==> src/rtl/rob_pkg.sv <==
// rob_pkg: shared ROB sizing, packet layout and index types
package rob_pkg;
  localparam int N = 3;
  localparam int ROB_SZ = 32;
  localparam int IDX_BITS = $clog2(ROB_SZ);
  localparam int CNT_BITS = $clog2(ROB_SZ + 1);
  localparam int NUM_SCALAR_BITS = $clog2(N + 1);
  typedef logic [IDX_BITS-1:0] ROB_IDX;
  typedef logic [CNT_BITS-1:0] rob_cnt_t;
  typedef logic [NUM_SCALAR_BITS-1:0] num_scalar_t;
  typedef struct packed {
    logic [31:0] pc;
    logic [4:0]  dest_reg;
    logic        halt;
  } ROB_PACKET;
  function automatic num_scalar_t min_n(input rob_cnt_t x);
    return (x < rob_cnt_t'(N)) ? num_scalar_t'(x) : num_scalar_t'(N);
  endfunction
endpackage

==> src/rtl/rob_if.sv <==
// rob_if: dispatch/retire side of the reorder buffer; ROB_TAIL_RESTORE_EN adds tail restore signals
interface rob_if;
  import rob_pkg::*;
  ROB_PACKET [N-1:0] rob_inputs;
  num_scalar_t       num_dispatch;
  num_scalar_t       rob_spots;
  ROB_IDX            rob_tail_idx;
  ROB_PACKET [N-1:0] rob_outputs;
  num_scalar_t       rob_outputs_valid;
  num_scalar_t       num_retiring;
  logic              flush;
`ifdef ROB_TAIL_RESTORE_EN
  logic              tail_restore_valid;
  ROB_IDX            tail_restore_idx;
  modport master (output rob_inputs, num_dispatch, num_retiring, flush, tail_restore_valid, tail_restore_idx,
                  input rob_spots, rob_tail_idx, rob_outputs, rob_outputs_valid);
  modport slave (input rob_inputs, num_dispatch, num_retiring, flush, tail_restore_valid, tail_restore_idx,
                 output rob_spots, rob_tail_idx, rob_outputs, rob_outputs_valid);
`else
  modport master (output rob_inputs, num_dispatch, num_retiring, flush,
                  input rob_spots, rob_tail_idx, rob_outputs, rob_outputs_valid);
  modport slave (input rob_inputs, num_dispatch, num_retiring, flush,
                 output rob_spots, rob_tail_idx, rob_outputs, rob_outputs_valid);
`endif
endinterface

==> src/rtl/rob.sv <==
// rob: circular reorder buffer, N-wide dispatch at tail, N-wide retire window at head; ROB_TAIL_RESTORE_EN adds tail restore
module rob
  import rob_pkg::*;
(
  input logic  clock,
  input logic  reset,
  rob_if.slave rif
);
  ROB_PACKET   mem_q [ROB_SZ];
  ROB_IDX      head_q, head_d, tail_q, tail_d;
  rob_cnt_t    count_q, count_d;
  num_scalar_t spots, valid, d, r;
  logic        we;
`ifdef ROB_TAIL_RESTORE_EN
  rob_cnt_t    keep;
  assign keep = rob_cnt_t'(rif.tail_restore_idx - head_q) + rob_cnt_t'(1);
`endif
  // limits come from registered count only, so retire cannot loop back into dispatch
  always_comb begin
    spots = min_n(rob_cnt_t'(ROB_SZ) - count_q);
    valid = min_n(count_q);
    d = (rif.num_dispatch > spots) ? spots : rif.num_dispatch;
    r = (rif.num_retiring > valid) ? valid : rif.num_retiring;
  end
  assign rif.rob_spots = spots;
  assign rif.rob_outputs_valid = valid;
  assign rif.rob_tail_idx = tail_q;
  // head window, zeroed beyond the valid count
  always_comb begin
    for (int i = 0; i < N; i++)
      rif.rob_outputs[i] = (num_scalar_t'(i) < valid) ? mem_q[head_q + ROB_IDX'(i)] : '0;
  end
  // next pointers: flush beats restore beats normal dispatch/retire
  always_comb begin
    head_d = head_q + ROB_IDX'(r);
    tail_d = tail_q + ROB_IDX'(d);
    count_d = count_q + rob_cnt_t'(d) - rob_cnt_t'(r);
    we = !rif.flush;
`ifdef ROB_TAIL_RESTORE_EN
    if (rif.tail_restore_valid) begin
      tail_d = rif.tail_restore_idx + ROB_IDX'(1);
      count_d = keep - rob_cnt_t'(r);
      we = 1'b0;
    end
`endif
    if (rif.flush) begin
      head_d = '0;
      tail_d = '0;
      count_d = '0;
    end
  end
  // pointer and occupancy registers
  always_ff @(posedge clock or negedge reset) begin
    if (!reset) begin
      head_q <= '0;
      tail_q <= '0;
      count_q <= '0;
    end else begin
      head_q <= head_d;
      tail_q <= tail_d;
      count_q <= count_d;
    end
  end
  // entry storage, written at the tail; contents need no reset
  always_ff @(posedge clock) begin
    for (int i = 0; i < N; i++)
      if (we && num_scalar_t'(i) < d) mem_q[tail_q + ROB_IDX'(i)] <= rif.rob_inputs[i];
  end
`ifdef ROB_TAIL_RESTORE_EN
  // the restored branch itself must not be retiring in the same cycle
  assert property (@(posedge clock) disable iff (!reset)
    (rif.tail_restore_valid && !rif.flush) |-> (keep > rob_cnt_t'(r)));
`endif
endmodule

==> src/flat_wrapper.sv <==
// flat-port wrapper written by rule: the top's interface ports become plain ports
module rob_flat import rob_pkg::*;
  (clock, reset, rif_rob_inputs, rif_num_dispatch, rif_num_retiring, rif_flush, rif_rob_spots, rif_rob_tail_idx, rif_rob_outputs, rif_rob_outputs_valid);
  rob_if rif_i ();
  input logic clock;
  input logic reset;
  input wire logic [$bits(rif_i.rob_inputs)-1:0] rif_rob_inputs;
  input wire logic [$bits(rif_i.num_dispatch)-1:0] rif_num_dispatch;
  input wire logic [$bits(rif_i.num_retiring)-1:0] rif_num_retiring;
  input wire logic [$bits(rif_i.flush)-1:0] rif_flush;
  output wire logic [$bits(rif_i.rob_spots)-1:0] rif_rob_spots;
  output wire logic [$bits(rif_i.rob_tail_idx)-1:0] rif_rob_tail_idx;
  output wire logic [$bits(rif_i.rob_outputs)-1:0] rif_rob_outputs;
  output wire logic [$bits(rif_i.rob_outputs_valid)-1:0] rif_rob_outputs_valid;
  assign rif_i.rob_inputs = rif_rob_inputs;
  assign rif_i.num_dispatch = rif_num_dispatch;
  assign rif_i.num_retiring = rif_num_retiring;
  assign rif_i.flush = rif_flush;
  assign rif_rob_spots = rif_i.rob_spots;
  assign rif_rob_tail_idx = rif_i.rob_tail_idx;
  assign rif_rob_outputs = rif_i.rob_outputs;
  assign rif_rob_outputs_valid = rif_i.rob_outputs_valid;
  rob u_core (.clock(clock), .reset(reset), .rif(rif_i));
endmodule
==> config.mk <==
export PLATFORM = sky130hd
export DESIGN_NAME = rob_flat
export DESIGN_NICKNAME = d
export VERILOG_FILES = /design/src/rtl/rob_pkg.sv /design/src/rtl/rob_if.sv /design/src/rtl/rob.sv /design/src/flat_wrapper.sv
export SDC_FILE = /design/constraint.sdc
export NUM_CORES = 2
export LEC_CHECK = 0
export CAP_MARGIN = 15
export CORE_ASPECT_RATIO = 2
export CORE_MARGIN = 3
export CORE_UTILIZATION = 31
export DETAILED_ROUTE_END_ITERATION = 8
export GPL_ROUTABILITY_DRIVEN = 1
export GPL_TIMING_DRIVEN = 0
export PLACE_DENSITY = 0.43
export SYNTH_ARGS = -nofsm -noshare
export SYNTH_HDL_FRONTEND = slang
export SYNTH_SLANG_ARGS = --single-unit
==> constraint.sdc <==
create_clock -name clock -period 19.7 [get_ports clock]
set_clock_uncertainty 0.15 [all_clocks]
set_input_delay 2.955 -clock clock [delete_from_list [all_inputs] [get_ports clock]]
set_output_delay 2.955 -clock clock [all_outputs]
set_load 0.05 [all_outputs]
==> reports/qor.csv <==
stage,metric,value,unit
logic_synthesis,yosysMostFrequentCell,mux2_2,
logic_synthesis,synth_edf_count,1216,
logic_synthesis,synth_commonest_cells,"mux2_2, edfxtp_1, mux4_2",
global_route,overflow,0,
final_layout,drive_above_1_share,40.8,%
logic_synthesis,synth_warnings,0,
drt,drc_errors,60,
floorplanning,start_util,31.1,%
logic_synthesis,synth_area,94500,sq um
worst_setup_path,worstPathMaxFanout,10,
final_layout,fill_cells,29900,
logic_synthesis,avgSynthCellArea,13.4,sq um
sta,maxSlewViolCount,0,
logic_synthesis,synthFlopType,edfxtp_1,
drt,wl,719000,um
logic_synthesis,synth_top_cell_area_share,38.7,%
min_path,holdCritPathClass,reg2reg,
floorplanning,die_x,396,um
floorplanning,rows,286,
floorplanning,die_y,787,um
sta,fmax,95.0,MHz
clock_tree,clock-sinks,1232,
run_status,violations,DRC,
floorplanning,io_pins,244,
sta,hold_viol,0,
pwr,finalPower,0.0168,W
logic_synthesis,synth_top_cell_by_area,edfxtp_1,
pwr,power_density,150,nW/um^2
logic_synthesis,yosysSeqAreaShare,39.1,%
floorplanning,die_area,312000,sq um
pwr,power_leakage,37.6,nW
worst_setup_path,critical_path_class,reg2out,
sta,slew_headroom,4.39,%
global_route,antenna_found_initial,79,
clock_tree,cts_resized,0,
drt,routedWlPerCell,60.0,um
final_layout,utilization,36.9,%
drt,vias_per_cell,7.13,
flow_run,cap_violations,0,
pwr,peakVddDrop,0.195,mV
logic_synthesis,synthCells,7034,
final_layout,multi_input_area,53200,sq um
drt,first_pass_iters,9,
final_layout,nets,7927,
drt,detail-route-antenna-nets,0,
logic_synthesis,synth-async-reset-ratio,1.30,%
global_route,grt_pass1_wl,908000,um
drt,vias,85500,
final_layout,seqCellArea,36900,sq um
clock_tree,cts_tree,done,
sta,fin_tns_setup,0,ns
sta,setup_viol,0,
clock_tree,cts_buffers,152,
logic_synthesis,synth.area.top_cells,"edfxtp_1, mux4_2, mux2_2, mux2i_1, o2bb2ai_1",
logic_synthesis,syn_nets,7184,
placed_design,numPortBuffers,243,
placed_design,finalWeightedCongestion,1.06,
worst_setup_path,arrival,7.43,ns
placed_design,hpwlAfterDp,542000,um
placed_design,dp.cells,11600,
floorplanning,core_area,303000,sq um
logic_synthesis,ys_seq_elements,1232,
drt,drt_iter0_markers,13500,
run_status,status,"finished, violations left",
sta,min_period,10.53,ns
clock_tree,clk_latency,0.88,ns
final_layout,fin_cells,12000,
clock_tree,cts_buffer_depth,4,
final_layout,area_growth,18.7,%
logic_synthesis,synth_cell_types,60,
sta,fin_crit_sh,53.5,%
sta,grt_setup_unrepaired,no,
worst_setup_path,critPathCaptureType,primary output,
worst_setup_path,start_kind,register,
clock_tree,clockRootBuffer,clkbuf_16,
clock_tree,cts_hold_buf,0,
global_route,grt_usage,45.0,%
clock_tree,postCtsSetupBuffers,0,
worst_setup_path,worstPathRequired,16.60,ns
global_route,grt_max_degree,17,
clock_tree,clk_pin_slew,0.08,ns
global_route,grt_pass1_vias,82900,
sta,tightest_slew,1.43,ns
clock_tree,htree_num_levels,4,
## path summary, 6_finish.rpt
kind                                        startpoint                              to  slack (ns)  cells past startpoint
max                         u_core.head_q[1]$_DFF_PN0_             rif_rob_outputs[24]        9.17                      9
min                        u_core.count_q[5]$_DFF_PN0_     u_core.count_q[5]$_DFF_PN0_        0.63                      4
max reg2reg                u_core.count_q[0]$_DFF_PN0_  u_core.mem_q[12][17]$_DFFE_PP_       11.12                     15
min reg2reg                u_core.count_q[5]$_DFF_PN0_     u_core.count_q[5]$_DFF_PN0_        0.63                      4
max in group asynchronous                        reset     u_core.count_q[2]$_DFF_PN0_       16.81                      1
min in group asynchronous                        reset      u_core.head_q[3]$_DFF_PN0_        2.02                      1
## routing by layer
layer / part of all wire (%) / vias to the layer above / GRT usage, %
met5: 0.089 / - / 1.23
met4: 14 / 40 / 50.7
met3: 11 / 3575 / 18.3
met2: 44 / 8388 / 67.7
met1: 30 / 43500 / 44.1
li1: - / 29900 / -
## per-stage QoR
stage | worst slack, ns | hold slack [ns] | area, sq um
2_1_floorplan | 11.79 | 0.462 | 94500
3_3_place_gp | 1.08 | 0.618 | 102000
3_5_place_dp | 10.63 | 0.630 | 107000
4_1_cts | 9.67 | 0.639 | 112000
5_1_grt | 9.43 | 0.703 | 112000
6_report | 9.17 | 0.630 | 112000
## layout make-up
type / count / area share, %
timing repair buffer: 589 / 6.46
clock buffer: 182 / 3.55
multi-input combinational: 4800 / 47.5
antenna: 75 / 0.167
buffer: 980 / 4.18
tap: 4032 / 4.50
sequential: 1232 / 32.9
clock inverter: 78 / 0.672
inverter: 22 / 0.0737
## state kept, by name (all words and copies together) (netlist names)
| register | flops |
|---|---|
| u_core.head_q | 5 |
| u_core.mem_q | 1216 |
| u_core.rif.rob_tail_idx | 5 |
| u_core.count_q | 6 |
## critical path, cell delays in order, from the launching register on
cell and delay, ns:
dfrtp_1 0.62, clkbuf_1 0.29, inv_2 0.67, buf_1 0.72, buf_2 1.12, mux4_2 0.62
a211oi_1 0.91, a21oi_1 0.09, nor2_1 0.50, clkdlybuf4s50_1 0.92
## report_power, final
group          internal, W  switching [W]
Sequential         0.00310       0.000123
Clock              0.00162        0.00137
Combinational      0.00354        0.00707
Total              0.00826        0.00856
## layout by cell type, fill, tap and decap left out, drive strengths merged, types with 3 or more instances in the layout
cell type | Yosys | layout
inv | 22 | 24
a31oi | 3 | 3
xnor2 | 14 | 14
mux4 | 817 | 817
mux2 | 1370 | 1370
mux2i | 797 | 797
bufinv | 0 | 14
o21ai | 238 | 238
o22a | 3 | 3
o31ai | 14 | 14
and2 | 53 | 53
nor3 | 87 | 87
clkbuf | 641 | 824
o21a | 3 | 3
o2bb2ai | 456 | 456
o211ai | 16 | 16
clkinv | 0 | 59
nor2 | 103 | 103
ha | 25 | 25
nand3 | 251 | 251
xor2 | 10 | 10
nand2 | 263 | 263
nand2b | 7 | 7
fa | 4 | 4
clkinvlp | 0 | 3
diode | 0 | 75
dfrtp | 16 | 16
a211oi | 54 | 54
a21oi | 171 | 171
o21bai | 4 | 4
or3 | 6 | 6
clkdlybuf4s50 | 0 | 242
edfxtp | 1216 | 1216
nor2b | 12 | 12
buf | 339 | 685
## kinds of logic (layout without fill, tap and decap cells)
| group | Yosys count | after routing | share of synthesized area, % |
|---|---|---|---|
| other cells | 0 | 75 | 0 |
| flops | 1232 | 1232 | 39.1 |
| fa+ha+maj | 29 | 29 | 0.416 |
| compound gates | 970 | 970 | 7.31 |
| buf+inv | 1002 | 1851 | 4.84 |
| mux | 2984 | 2984 | 44.3 |
| xor+xnor | 24 | 24 | 0.230 |
| simple gates | 793 | 793 | 3.86 |
(Power assumes the default switching activity.)
